[src/rtl/pattern_scan_ctrl.sv]
// pattern_scan_ctrl: command-driven serial pattern scanner reporting match pulses,
// a saturating match count and the index of the first match in each frame.
module pattern_scan_ctrl #(
    parameter int MAX_LEN = 8,
    parameter int LEN_W   = 4,
    parameter int FRAME_W = 16,
    parameter int CNT_W   = 8
) (
    input  logic               clk_i,
    input  logic               rst_ni,
    input  logic               start_i,
    input  logic [MAX_LEN-1:0] cfg_pattern_i,
    input  logic [LEN_W-1:0]   cfg_len_i,
    input  logic               cfg_overlap_i,
    input  logic [FRAME_W-1:0] cfg_frame_len_i,
    input  logic               abort_i,
    input  logic               valid_i,
    input  logic               d_i,
    output logic               ready_o,
    output logic               busy_o,
    output logic               match_o,
    output logic               done_o,
    output logic [CNT_W-1:0]   match_cnt_o,
    output logic               first_vld_o,
    output logic [FRAME_W-1:0] first_idx_o
);
    typedef enum logic [1:0] {IDLE, SCAN, DONE} state_t;
    localparam logic [LEN_W-1:0] MAX_LEN_L = LEN_W'(MAX_LEN);

    state_t state, state_d;
    logic [MAX_LEN-1:0] pattern, hist, hist_n, mask;
    logic [LEN_W-1:0]   len, fill, fill_n;
    logic               overlap;
    logic [FRAME_W-1:0] frame_len, bit_cnt;
    logic               accept, last, hit;

    assign accept = state == SCAN && !abort_i && valid_i && frame_len != '0;
    assign last   = bit_cnt == frame_len - FRAME_W'(1);
    assign hist_n = {hist[MAX_LEN-2:0], d_i};
    assign fill_n = fill == MAX_LEN_L ? fill : fill + 1'b1;
    // lengths outside 1..MAX_LEN are rejected by the hit term, so the mask only matters in range
    assign mask   = ~({MAX_LEN{1'b1}} << len);
    assign hit    = accept && len != '0 && len <= MAX_LEN_L && fill_n >= len
                    && ((hist_n ^ pattern) & mask) == '0;

    always_comb begin
        state_d = state == IDLE ? (start_i ? SCAN : IDLE)
                : state == SCAN ? (abort_i ? IDLE
                                  : (frame_len == '0 || (accept && last)) ? DONE : SCAN)
                : IDLE;
    end

    always_ff @(posedge clk_i or negedge rst_ni) begin
        if (!rst_ni) state <= IDLE;
        else         state <= state_d;
    end

    always_ff @(posedge clk_i or negedge rst_ni) begin
        if (!rst_ni) begin
            ready_o     <= 1'b1;
            busy_o      <= 1'b0;
            done_o      <= 1'b0;
            match_o     <= 1'b0;
            match_cnt_o <= '0;
            first_vld_o <= 1'b0;
            first_idx_o <= '0;
            pattern     <= '0;
            len         <= '0;
            overlap     <= 1'b0;
            frame_len   <= '0;
            hist        <= '0;
            fill        <= '0;
            bit_cnt     <= '0;
        end else begin
            ready_o <= state_d == IDLE;
            busy_o  <= state_d == SCAN;
            done_o  <= state_d == DONE;
            match_o <= hit;
            if (state == IDLE && start_i) begin
                pattern     <= cfg_pattern_i;
                len         <= cfg_len_i;
                overlap     <= cfg_overlap_i;
                frame_len   <= cfg_frame_len_i;
                hist        <= '0;
                fill        <= '0;
                bit_cnt     <= '0;
                match_cnt_o <= '0;
                first_vld_o <= 1'b0;
                first_idx_o <= '0;
            end else if (accept) begin
                hist    <= hist_n;
                bit_cnt <= bit_cnt + FRAME_W'(1);
                fill    <= (hit && !overlap) ? '0 : fill_n;
                if (hit && match_cnt_o != '1) match_cnt_o <= match_cnt_o + 1'b1;
                if (hit && !first_vld_o) begin
                    first_vld_o <= 1'b1;
                    first_idx_o <= bit_cnt;
                end
            end
        end
    end
endmodule
[config.mk]
export PLATFORM = sky130hd
export DESIGN_NAME = pattern_scan_ctrl
export DESIGN_NICKNAME = d
export VERILOG_FILES = /design/src/rtl/pattern_scan_ctrl.sv
export SDC_FILE = /design/constraint.sdc
export NUM_CORES = 1
export LEC_CHECK = 0
export ABC_AREA = 1
export CORE_MARGIN = 2
export CORE_UTILIZATION = 23
export DETAILED_ROUTE_END_ITERATION = 10
export HOLD_SLACK_MARGIN = 0.03
export MAX_ROUTING_LAYER = met4
export PLACE_DENSITY = 0.37
export SLEW_MARGIN = 10
export SYNTH_ARGS = -nofsm -noshare
export SYNTH_HDL_FRONTEND = slang
export SYNTH_SLANG_ARGS = --single-unit
[constraint.sdc]
create_clock -name clk_i -period 6.35 [get_ports clk_i]
set_input_delay 1.5875 -clock clk_i [delete_from_list [all_inputs] [get_ports clk_i]]
set_output_delay 1.5875 -clock clk_i [all_outputs]
set_load 0.1 [all_outputs]
Yosys cells after proc, flatten, opt, wreduce, memory -nomap -nowiden:

Cells that the tools add are included.
W data, S select, Z words.

* logic and storage cells: 80
* bits in registers: 87
* bits of input ports: 35

* shift operators: 1
* bitwise gates (word level): 3
* reduce and logical (&&, ||, !) cells: 27
* add/subtract/negate cells: 4
* multiplexer cells: 22
* order comparisons: 2
* equality and inequality tests: 6

Operators with widths (number)
* $mux W16: 5
* $mux W8: 3
* $add A16 B1 Y16 const B: 1
* $eq A16 B16 Y1: 1
* $logic_not A16 Y1: 1
* $mux W4: 4
* $reduce_bool A16 Y1: 1
* $sub A16 B1 Y16 const B: 1
* $mux W7: 2
* $logic_and A1 B1 Y1: 12
* $add A8 B1 Y8 const B: 1
* $and A8 B8 Y8: 1
* $logic_not A8 Y1: 1
* $mux W2: 4
* $ne A8 B8 Y1 const B: 1
* $not A8 Y8: 1
* $shl A8 B4 Y8 const A: 1
* $xor A8 B8 Y8: 1
* $reduce_bool A2 Y1: 3
* $add A4 B1 Y4 const B: 1
* $eq A2 B1 Y1 const B: 2
* $eq A4 B4 Y1 const B: 1
* $ge A4 B4 Y1: 1
* $le A4 B4 Y1 const B: 1
* other kinds (7): 14

Depth between registers and ports, before layout:

Gate-level depths: netlist (run 1).

* depth in word-level cells: 12
* depth in mapped cells: 19

Worst setup path before layout (run 1):

Ideal clock, no wire load.

* path type: in2reg
* start point: input port abort_i
* end point: register first_idx_o[10]
* stages: 10
* slack: 3.471 ns
* data arrival time: 2.756 ns
* path through: nand3b_1 -> nor2_1 -> nand2_4 -> nor2_2 -> nand2_2 -> nor2_8 -> inv_4 -> buf_6 -> nand3_1 -> nand2_1

* word-level cells in the longest chain between the ends: 11
* elaborated cells on any way between the ends: 12
* classes of those cells: 12 x reduce/logical

RTL lines
* start: declaration: line 16 `input logic abort_i,`
* $logic_not A1 Y1 *: line 37 `assign accept = state == SCAN && !abort_i && valid_i && frame_len != '0;`
* $logic_and A1 B1 Y1 * (3 in series): line 37
* $logic_and A1 B1 Y1 (3 in series): line 43 `assign hit = accept && len != '0 && len <= MAX_LEN_L && fill_n >= len`
* $logic_and A1 B1 Y1: line 44 `&& ((hist_n ^ pattern) & mask) == '0;`
* $logic_and A1 B1 Y1: line 95 `if (hit && !first_vld_o) begin`
* $reduce_bool A2 Y1 (no source line)
* $reduce_and A2 Y1 (no source line) *
* end signal: assignment: line 97 `first_idx_o <= bit_cnt;`
* end: declaration: line 25 `output logic [FRAME_W-1:0] first_idx_o`

Mark *: on every way between the ends. The rest lies on a longest branch, timed or not.
A chain may end at the register's enable or synchronous reset.

Worst setup path in the final report (run 1):

* start point: register first_vld_o
* end point: output port first_vld_o

RTL lines
* start: declaration: line 24 `output logic first_vld_o,`
* start signal: assignment: line 65 `first_vld_o <= 1'b0;`
* start signal: assignment: line 88 `first_vld_o <= 1'b0;`
* start signal: assignment: line 96 `first_vld_o <= 1'b1;`

No word-level cell between the ends.

==> impl_metrics.toml, run 1 <==
[timing]
slew_viol_final = 0
hold_violations = 0
fin_crit_ps = 3650
slew_headroom_pct = 34.5
setup_ws_ps = 2700
period_share_pct = 57.5
grt_setup_unrepaired = "no"
timing.hold.ws_ps = 502
final.setup.tns_ps = 0
timing.fmax_ghz = 0.274
setup_violations = 0
tightestPinTransition_ps = 979
clock_skew_ps = 14.8

[synthesis]
syn_nets = 689
synth_flop_cell = "dfrtp_1"
synth_seq_cells = 87
ys_types = 42
async_flop_share_pct = 100
avgSynthCellArea_um2 = 7.53
yosysTopAreaCellShare_pct = 44.3
synth_area_um2 = 4860
ys_seq_area_share_pct = 44.9
synth_warnings = 0
syn_inst = 645
synth.largest_area_cell = "dfrtp_1"
synthTopCellsByArea = "dfrtp_1, nand2_1, nand3_1, xor2_1, inv_1"
synth-edff-count = 0

[global_routing]
grt_start_max_net_pins = 72
overflow = 0
grt_pass1_vias = 4454
grt_pass1_wl_mm = 22.8
grt_usage_pct = 13.6
grt_antenna_before_repair = 0

[place]
port_buffers = 63
dp_hpwl_mm = 10.0
placed_area_um2 = 5770
place.gp.congestion = 0.784
dpl.cell_count = 968
place_ws_ps = 2680

[cts]
cts_hold_buffers = 0
htree_num_levels = 3
post_cts_buffers = 0
cts_num_sinks = 87
cts_resized = 0
numCtsBuffers = 9
clk_pin_slew_worst_paths_ps = 70
root_buffer = "clkbuf_16"
clock_path_buffers = 2
clk_latency_ps = 360
tritoncts = "done"

[floorplanning]
die_w_um = 149
io_pins = 64
rows = 53
start_util_pct = 23.2
dieArea_um2 = 22300
core-area_um2 = 20900
die_h_um = 149

[worst_setup_path]
cp-endpoint = "first_vld_o"
r2r-start = "fill[0]$_DFFE_PN0P_"
timing.critical_path.from = "first_vld_o$_DFFE_PN0P_"
critPathCaptureType = "output pin"
cp_max_fo = 3
critical_path_class = "flop to output pin"
reg2reg_slack_ps = 3580
cp.depth = 1
r2r_cells = 17
worst_path_largest_cell_delay_ps = 1200
r2r_end = "match_cnt_o[2]$_DFFE_PN0P_"
cp-start-kind = "flop"
arrival_ps = 2070
cp.required_ps = 4760
slowest_stage = "clkdlybuf4s50_1"
critPathTopFamily = "buffers and inverters"
path_buf_inv = 1
cp_cell_sequence = "clkdlybuf4s50_1"

[final_layout]
diodes = 0
layout_common_cells = "nand2_1, dfrtp_1, inv_1, clkdlybuf4s50_1, nor2_1"
final_common_cell = "nand2_1"
syn2layout_area_growth_pct = 25.0
fin_cells = 984
fillers = 2287
layout-drive-gt1-share_pct = 5.64
nets = 748
fin_area_um2 = 6070

[detailed_routing]
drcViolationCount = 0
dr.pass1.iters = 5
routed_wl_mm = 13.7
num_vias = 4266
drtIter0Drc = 177
via_per_inst = 4.34
ant_nets = 0
wl_per_cell_um = 13.9

[hold_path]
hold_class = "flop to flop"

[pwr]
peakVddDrop_mv = 0.393
p_leak_uw = 0.00293
power.density_nw_per_um2 = 292

[status]
status = "finished clean"

[flow_run]
maxCapViolCount = 0
## area by class of cell
cell class                 count  area (µm²)  area share [%]
sequential                    87        2180            35.9
timing repair buffer          67         658            10.8
clock inverter                 5        41.3           0.680
multi-input combinational    471        2340            38.5
clock buffer                  11         253            4.16
inverter                      68         258            4.25
tap                          275         344            5.67
## stage by stage
stage | utilization, % | power, µW
floorplan | - | 1090
global placement | 27.6 | 1260
detailed placement | 27.6 | 1260
CTS | 29.1 | 1800
global route | 29.1 | 1900
finish | 29.1 | 1770
## per-layer routing
| metal | global-route usage (%) | share of wire (%) | up-vias |
|---|---|---|---|
| met3 | 3.33 | 4.1 | 12 |
| li1 | - | - | 2164 |
| met1 | 16.4 | 46 | 2015 |
| met2 | 22.8 | 48 | 75 |
| met5 | - | 0 | - |
| met4 | 3.52 | 1.2 | 0 |
## how the worst min path moves through the flow
stage                                from                         end  slack (ps)  cells past startpoint
2_1_floorplan      pattern[3]$_DFFE_PN0P_      pattern[3]$_DFFE_PN0P_         470                      2
3_3_place_gp   first_idx_o[8]$_DFFE_PN0P_  first_idx_o[8]$_DFFE_PN0P_         490                      2
3_5_place_dp       pattern[1]$_DFFE_PN0P_      pattern[1]$_DFFE_PN0P_         490                      2
4_1_cts            pattern[1]$_DFFE_PN0P_      pattern[1]$_DFFE_PN0P_         510                      2
5_1_grt            pattern[2]$_DFFE_PN0P_      pattern[2]$_DFFE_PN0P_         540                      2
6_report           pattern[1]$_DFFE_PN0P_      pattern[1]$_DFFE_PN0P_         500                      2
## cell usage after synthesis (4+ instances only)
cell      number
a21oi_1       15
clkbuf_1      11
dfrtp_1       86
ha_1           9
inv_1         65
nand2_1      223
nand3_1       52
nand3b_1       5
nand4_1        6
nor2_1        53
nor3_1        11
nor4_1         4
o21ai_0       25
o21ai_1        4
xnor2_1        8
xor2_1        28
## sequential cells by signal (all words and copies together) (netlist names)
signal       count
bit_cnt         16
first_idx_o     16
frame_len       16
match_cnt_o      8
pattern          8
hist             7
fill             4
len              4
state            2
busy_o           1
done_o           1
first_vld_o      1
match_o          1
overlap          1
ready_o          1
## logic make-up (layout without fill, tap and decap cells)
logic type	Yosys count	after routing	share of synthesized area (%)
and+or+nand+nor	368	368	32.6
DFF	87	87	44.9
buffers and inverters	87	151	7.09
AOI/OAI and AO/OA	58	58	6.67
xor gates and xnor gates	36	36	6.49
adders and majority gates	9	9	2.32
## power breakdown
part           switching, µW  leakage (µW)  internal (µW)
Combinational            358       0.00164            173
Clock                    236      0.000138            289
Sequential              90.8       0.00115            622
Note: power is estimated with default switching activity, not from simulation.
==> inputs of run 2 (changes only) <==
--- a/config.mk
+++ b/config.mk
@@ -11,7 +11,7 @@
 export DETAILED_ROUTE_END_ITERATION = 10
 export HOLD_SLACK_MARGIN = 0.03
 export MAX_ROUTING_LAYER = met4
-export PLACE_DENSITY = 0.37
+export PLACE_DENSITY = 0.38
 export SLEW_MARGIN = 10
 export SYNTH_ARGS = -nofsm -noshare
 export SYNTH_HDL_FRONTEND = slang
==> constraint.sdc (replaced) <==
create_clock -name clk_i -period 3.12 [get_ports clk_i]
set_input_delay 0.78 -clock clk_i [delete_from_list [all_inputs] [get_ports clk_i]]
set_output_delay 0.78 -clock clk_i [all_outputs]
set_load 0.1 [all_outputs]
==> run 2 against run 1 <==
Compared with the run above: sequential share of layout area rose by 0.17 points; clock power rose by 120%; power rose by 110%; register-to-register slack got worse by 3200 ps; largest cell class unchanged.
==> impl_metrics.toml, run 2 (synthesis results as in run 1) <==
[status]
status = "finished clean"

[cts]
cts_resized = 0
clk_pin_slew_worst_paths_ps = 70
cts_hold_buffers = 0
clock_path_buffers = 2
cts_num_sinks = 87
post_cts_buffers = 0
numCtsBuffers = 9
clk_latency_ps = 360
tritoncts = "done"
root_buffer = "clkbuf_16"
htree_num_levels = 3

[timing]
slew_headroom_pct = 56.1
timing.fmax_ghz = 0.366
setup_violations = 0
grt_setup_unrepaired = "no"
final.setup.tns_ps = 0
period_share_pct = 87.5
clock_skew_ps = 14.3
slew_viol_final = 0
tightestPinTransition_ps = 659
hold_violations = 0
fin_crit_ps = 2730

[worst_setup_path]
cp-start-kind = "flop"
cp.required_ps = 3370
cp_max_fo = 10
cp_cell_sequence = "inv_1, ha_1, nand2_1, nor2_1, xor2_1, inv_1, ha_1, inv_1, a21oi_1, o21ai_0, nand2_1, a21oi_1, nor2_2, nand3_1, nand2_2, nand3_1, nand2_1"
arrival_ps = 2980
critPathCaptureType = "flop"
path_buf_inv = 3
worst_path_largest_cell_delay_ps = 410
critPathTopFamily = "simple AND/OR/NAND/NOR gates"
critical_path_class = "flop to flop"
slowest_stage = "dfrtp_1"

[final_layout]
final_common_cell = "nand2_1"
layout_common_cells = "nand2_1, dfrtp_1, inv_1, nor2_1, nand3_1"
nets = 748
layout-drive-gt1-share_pct = 9.73
reg_top3 = "bit_cnt: 16 flops, first_idx_o: 16 flops, frame_len: 16 flops"
fillers = 2263
diodes = 0
fin_area_um2 = 6040
syn2layout_area_growth_pct = 24.4

[global_routing]
grt_pass1_wl_mm = 22.1
grt_usage_pct = 13.2
grt_pass1_vias = 4249
grt_start_max_net_pins = 49
overflow = 0
grt_antenna_before_repair = 0

[flow_run]
maxCapViolCount = 0

[hold_path]
hold_class = "input port to asynchronous set/reset pin"

[floorplanning]
rows = 53
dieArea_um2 = 22300
core-area_um2 = 20900
die_h_um = 149
start_util_pct = 23.2
io_pins = 64
die_w_um = 149

[detailed_routing]
routed_wl_mm = 13.5
top_layer = "met4"
dr.pass1.iters = 4
ant_nets = 0
drcViolationCount = 0
via_per_inst = 4.28
drt-met1-wl_mm = 6.30
wl_per_cell_um = 13.7
drtIter0Drc = 227
num_vias = 4214
wl_met3_um = 532
met2_wirelength_mm = 6.47

[place]
dp_hpwl_mm = 9.93
port_buffers = 63
placed_area_um2 = 5730
place.gp.congestion = 0.842

[pwr]
peakVddDrop_mv = 0.420
p_leak_uw = 0.00301
power.density_nw_per_um2 = 609
[run 2: cell count changes in the layout (fill, tap and decap cells not counted), sizes merged]
cell	change
inv	+2
buf	+29
clkbuf	-1
clkinvlp	-2
clkdlybuf4s50	-29
bufinv	+1
[run 2: worst paths after layout]
kind                                             start  cells past startpoint                          end  slack (ps)
worst min register to register  pattern[1]$_DFFE_PN0P_                      2       pattern[1]$_DFFE_PN0P_         500
max in group asynchronous                       rst_ni                      2   match_cnt_o[3]$_DFFE_PN0P_        2010
worst max register to register     fill[0]$_DFFE_PN0P_                     17   match_cnt_o[1]$_DFFE_PN0P_         390
min in group clk_i              pattern[1]$_DFFE_PN0P_                      2       pattern[1]$_DFFE_PN0P_         500
worst max-delay path               fill[0]$_DFFE_PN0P_                     17   match_cnt_o[1]$_DFFE_PN0P_         390
worst min-delay path                            rst_ni                      1  first_idx_o[15]$_DFFE_PN0P_         460
[run 2: power breakdown]
group,switching [µW],internal (µW),leakage (µW)
clock,500,654,0.000154
sequential,186,1270,0.00115
combinational,728,347,0.00170
total,1410,2270,0.00301
[run 2: per-layer routing]
metal / vias up / track usage [%]
met3: 17 / 2.87
met4: 0 / 3.71
li1: 2163 / -
met5: - / -
met2: 77 / 21.5
met1: 1957 / 16.5
[run 2: area by class of cell]
| class | count | area [µm²] | area share (%) |
|---|---|---|---|
| inverter | 68 | 258 | 4.27 |
| tap | 275 | 344 | 5.70 |
| multi-input combinational | 471 | 2340 | 38.7 |
| clock buffer | 10 | 239 | 3.96 |
| clock inverter | 6 | 73.8 | 1.22 |
| timing repair buffer | 67 | 611 | 10.1 |
| sequential | 87 | 2180 | 36.1 |
[run 2: stage by stage]
| stage | cells | utilization [%] | worst slack [ps] | hold WS [ps] | power (µW) |
|---|---|---|---|---|---|
| 6_report | 984 | 28.9 | 390 | 457 | 3680 |
| 5_1_grt | 984 | 28.9 | 28.2 | 509 | 3950 |
| 4_1_cts | 984 | 28.9 | 365 | 495 | 3740 |
| 3_5_place_dp | 968 | 27.4 | 258 | 494 | 2560 |
| 3_3_place_gp | 968 | 27.4 | 315 | 490 | 2550 |
| 2_1_floorplan | 645 | - | 740 | 465 | 2230 |
